<file path="src/rtl/sipo_frame_pkg.sv">
// Shared definitions for the serial word receiver: FSM state encoding and counter sizing.
// No logic; types and constant functions only.
// Imported by sipo_frame_rx and sipo_shift_nbit.
package sipo_frame_pkg;

  typedef enum logic {
    IDLE  = 1'b0,
    SHIFT = 1'b1
  } state_t;

  // Bit-counter width for an n-bit word; the counter only ever holds 0..n-1.
  function automatic int cnt_w(input int n);
    return (n < 2) ? 1 : $clog2(n);
  endfunction

endpackage

</file>
<file path="src/rtl/sipo_shift_nbit.sv">
// N-bit LSB-first shift register: new bits enter at the MSB, load_first restarts a word.
// Latency: one cycle to the register; shreg_nxt exposes the value being written this edge.
// No backpressure; the controller decides when bits are taken.
module sipo_shift_nbit
  import sipo_frame_pkg::*;
#(
  parameter int N = 4
) (
  input  logic         clk,
  input  logic         reset_al_in,
  input  logic         ser_in,
  input  logic         shift_en,
  input  logic         load_first,
  output logic [N-1:0] shreg_nxt
);

  logic [N-1:0] shreg;

  // Next-value mux: restart with bit 0 at the MSB, shift right, or hold.
  always_comb begin
    shreg_nxt = shreg;
    if (load_first) begin
      shreg_nxt = {ser_in, {(N-1){1'b0}}};
    end else if (shift_en) begin
      shreg_nxt = {ser_in, shreg[N-1:1]};
    end
  end

  // Shift register storage.
  always_ff @(posedge clk or negedge reset_al_in) begin
    if (!reset_al_in) begin
      shreg <= '0;
    end else begin
      shreg <= shreg_nxt;
    end
  end

endmodule

</file>
<file path="src/rtl/sipo_frame_rx.sv">
// Serial-in parallel-out word receiver with sync-marker resync and a held output word.
// Latency: par_vld_out rises the cycle after bit N-1 is sampled; one word per N valid bits.
// Backpressure: an unaccepted word is held; a word completing while it is held is dropped and sets ovr_out.
module sipo_frame_rx
  import sipo_frame_pkg::*;
#(
  parameter int N = 4
) (
  input  logic         clk,
  input  logic         reset_al_in,
  input  logic         ser_in,
  input  logic         ser_vld_in,
  input  logic         sync_in,
  output logic [N-1:0] par_out,
  output logic         par_vld_out,
  input  logic         par_rdy_in,
  output logic         ovr_out,
  output logic         sync_err_out,
  input  logic         clr_in
);

  localparam int CW = cnt_w(N);

  state_t        state, state_nxt;
  logic [CW-1:0] cnt, cnt_nxt;
  logic          shift_en;
  logic          load_first;
  logic          complete;
  logic          sync_err_nxt;
  logic [N-1:0]  shreg_nxt;

  sipo_shift_nbit #(.N(N)) u_shift (
    .clk        (clk),
    .reset_al_in(reset_al_in),
    .ser_in     (ser_in),
    .shift_en   (shift_en),
    .load_first (load_first),
    .shreg_nxt  (shreg_nxt)
  );

  // FSM state and bit counter registers.
  always_ff @(posedge clk or negedge reset_al_in) begin
    if (!reset_al_in) begin
      state <= IDLE;
      cnt   <= '0;
    end else begin
      state <= state_nxt;
      cnt   <= cnt_nxt;
    end
  end

  // Next state: a sync bit always starts a word (discarding any partial one); bit N-1 completes it.
  always_comb begin
    state_nxt    = state;
    cnt_nxt      = cnt;
    shift_en     = 1'b0;
    load_first   = 1'b0;
    complete     = 1'b0;
    sync_err_nxt = 1'b0;
    if (ser_vld_in) begin
      case (state)
        IDLE: begin
          if (sync_in) begin
            load_first = 1'b1;
            cnt_nxt    = CW'(1);
            state_nxt  = SHIFT;
          end
        end
        SHIFT: begin
          if (sync_in) begin
            load_first   = 1'b1;
            cnt_nxt      = CW'(1);
            sync_err_nxt = 1'b1;
          end else if (cnt == CW'(N-1)) begin
            shift_en  = 1'b1;
            complete  = 1'b1;
            cnt_nxt   = '0;
            state_nxt = IDLE;
          end else begin
            shift_en = 1'b1;
            cnt_nxt  = cnt + CW'(1);
          end
        end
        default: state_nxt = IDLE;
      endcase
    end
  end

  // Output word register: load when free or being accepted this cycle, otherwise flag overrun.
  always_ff @(posedge clk or negedge reset_al_in) begin
    if (!reset_al_in) begin
      par_out      <= '0;
      par_vld_out  <= 1'b0;
      ovr_out      <= 1'b0;
      sync_err_out <= 1'b0;
    end else begin
      sync_err_out <= sync_err_nxt;
      if (complete) begin
        if (!par_vld_out || par_rdy_in) begin
          par_out     <= shreg_nxt;
          par_vld_out <= 1'b1;
        end
      end else if (par_vld_out && par_rdy_in) begin
        par_vld_out <= 1'b0;
      end
      // Set takes priority over clear so an overrun coinciding with clr_in is not lost.
      if (complete && par_vld_out && !par_rdy_in) begin
        ovr_out <= 1'b1;
      end else if (clr_in) begin
        ovr_out <= 1'b0;
      end
    end
  end

endmodule
</file>
<file path="config.mk">
export PLATFORM = sky130hd
export DESIGN_NAME = sipo_frame_rx
export DESIGN_NICKNAME = d
export VERILOG_FILES = /design/src/rtl/sipo_frame_pkg.sv /design/src/rtl/sipo_shift_nbit.sv /design/src/rtl/sipo_frame_rx.sv
export SDC_FILE = /design/constraint.sdc
export NUM_CORES = 1
export LEC_CHECK = 0
export ABC_AREA = 1
export BUFFER_PORTS_ARGS = -buffer_cell sky130_fd_sc_hd__clkbuf_2
export CORE_AREA = 2 2 39 41
export CTS_CLUSTER_DIAMETER = 30
export DETAILED_ROUTE_END_ITERATION = 8
export DIE_AREA = 0 0 41 43
export PLACE_DENSITY = 0.74
export SETUP_SLACK_MARGIN = 0.02
export SLEW_MARGIN = 10
export SYNTH_ARGS = -nofsm -noshare
export SYNTH_HDL_FRONTEND = slang
export SYNTH_SLANG_ARGS = --single-unit
</file>
<file path="constraint.sdc">
create_clock -name clk -period 1.1 [get_ports clk]
set_input_delay 0.165 -clock clk [delete_from_list [all_inputs] [get_ports clk]]
set_output_delay 0.165 -clock clk [all_outputs]
set_load 0.05 [all_outputs]
</file>
==> impl_metrics.json <==
{
  "rsz0062_at_grt": "true",
  "ys_types": 12,
  "r2r_cells": 5,
  "vias_per_cell": 4.89,
  "finalInstanceArea_um2": 837,
  "cp-endpoint": "cnt[0]",
  "drt-wirelength-per-cell_um": 11.9,
  "r2r_setup_slack_ps": 40,
  "grt_use_total": 0.169,
  "yosysWarnings": 0,
  "worst_path_most_repeated_cell": "buf_4",
  "max_freq_mhz": 939,
  "synth_top_area_cell": "dfrtp_1",
  "arrival_ps": 1220,
  "pin_count": 14,
  "vdd.ir_drop.worst_v": 0.00117,
  "fin_crit_sh": 0.968,
  "ys_seq_area_frac": 0.582,
  "grt_overflow": 0,
  "diodes": 0,
  "setup.worst_path.start_class": "flop",
  "slowest_stage": "dfrtp_1",
  "r2r_end": "cnt[0]",
  "core_area_um2": 1380,
  "globalplace.congestion": 0.751,
  "synth_top_area_frac": 0.582,
  "worstPathMaxFanout": 6,
  "crit_start": "state",
  "die_x_um": 41,
  "hold_path_class": "in -> reg",
  "ys_seq_elements": 14,
  "cts_tree": "done",
  "end_kind": "flop",
  "cts_buffer_depth": 2,
  "clkSinkCount": 14,
  "grt_pass1_wl_mm": 1.95,
  "hold_viol": 0,
  "crit_type": "reg -> reg",
  "post-route-util": 0.605,
  "timing.rr.start": "state",
  "cp_data_required_time_ps": 1260,
  "route.detailed.drc": 0,
  "synth_nets": 78,
  "clkLatencyLatePin_ps": 280,
  "ant_nets": 0,
  "timing.hold.ws_ps": 74.2,
  "syn_area_um2": 602,
  "syn_to_final_growth_pct": 39.1,
  "clockRootBuffer": "clkbuf_4",
  "die_area_um2": 1760,
  "worst_pin_slew_ps": 347,
  "slowest_delay_ps": 410,
  "num-fill-cells": 131,
  "start_util": 0.435,
  "p_leak_nw": 0.452,
  "clk_pin_slew_ps": 80,
  "slew_headroom": 0.768,
  "antenna_found_initial": 0,
  "num_rows": 14,
  "syn_area_per_cell_um2": 8.60,
  "final_cell_mix": "nand2_1, dfrtp_1, buf_4",
  "drv_cap": 0,
  "routed_wl_mm": 1.27,
  "dpl_cell_area_um2": 694,
  "firstDrtPassIters": 4,
  "port_buffers": 13,
  "grt_pass1_vias": 470,
  "power_density_nw_per_um2": 2430,
  "drive_above_1_share": 0.396,
  "worstPathCellList": "nand2_4 > buf_4 > buf_4 > nor3_1 > nand3b_1",
  "grt_start_max_net_pins": 15,
  "numCtsBuffers": 3,
  "cts_max_level": 1,
  "hpwl_um": 811,
  "syn_inst": 70,
  "report.final.slew_viol_count": 0,
  "via_count": 523,
  "drtIter0Drc": 11,
  "mostFrequentLayoutCell": "nand2_1",
  "setup_viol": 0,
  "die_height_um": 43,
  "period_needed_ps": 1060,
  "yosys-top-cells-area": "dfrtp_1, nand2_1, inv_1, nor3_1, nor2_1",
  "nets": 100,
  "finClkSkew_ps": 2.40,
  "outcome": "complete, no violations"
}
[final cells by class]
class                   instances  area, µm²  area share
flip-flops and latches         14        352       0.420
multi-input cells              48        273       0.326
repair buffers                 18        130       0.155
clock buffers                   4       36.3      0.0433
inverters                       7       26.3      0.0314
well taps                      16       20.0      0.0239
[layer usage]
metal	share of wire	GRT usage	vias to the layer above
met4	0.017	0.100	0
met5	0	0	-
met2	0.46	0.225	12
li1	-	-	259
met3	0.048	0.0471	2
met1	0.48	0.239	250
[kinds of logic after synthesis]
family,Yosys count,synth area share
flip-flops,14,0.582
adder cells (fa/ha/maj),1,0.0208
AND/OR/NAND/NOR,46,0.324
buffers and inverters,8,0.0624
AO/OA/AOI/OAI,1,0.0104
[sequential cells by signal, summed over array words and instances, names as in the netlist]
name,count
ovr_out,1
u_shift.shreg,4
par_out,4
sync_err_out,1
state,1
par_vld_out,1
cnt,2
[critical path: cells and delay by family, from the launching register on]
| kind | cells | cell delay, ps |
|---|---|---|
| buffers and inverters | 2 | 210 |
| DFF | 1 | 410 |
| and+or+nand+nor | 3 | 300 |
[worst min-delay path by stage]
stage	from	end	slack (ps)	cells past startpoint
floorplan	reset_al_in	cnt[0]	-130	0
global placement	reset_al_in	sync_err_out	90	1
detailed placement	reset_al_in	sync_err_out	90	1
CTS	clr_in	ovr_out	70	2
global route	clr_in	ovr_out	80	2
finish	clr_in	ovr_out	70	2
[through the flow]
stage	setup WS (ps)	total power [mW]	std cells	TNS, ps
after floorplan	33.8	1.32	70	0
after global placement	27.1	1.48	100	0
after detailed placement	13.8	1.50	100	0
after CTS	13.9	1.91	105	0
after global routing	-30.7	2.17	107	-62.5
final	35.4	2.03	107	0
[synthesized netlist by cell type]
cell type	number
buf_6	1
dfrtp_1	14
ha_1	1
inv_1	7
nand2_1	29
nand2_2	2
nand3_1	3
nand3b_1	1
nor2_1	5
nor2_2	2
nor3_1	4
o22ai_1	1
[report_power, final]
part	total [mW]	internal (mW)	switching, mW
clock	0.373	0.202	0.172
combinational	0.876	0.309	0.568
sequential	0.785	0.678	0.107
[what timing repair did]
| item | CTS | global route |
|---|---|---|
| setup buffers | 0 | 2 |
| hold endpoints to repair | 14 | 0 |
| pin swaps | 0 | 8 |
| gates cloned | 0 | 0 |
| gates resized for setup | 6 | 24 |
| hold buffers | 1 | 0 |
| endpoints found under the setup margin | 9 | 12 |
Power figures use the tool's default switching activity.
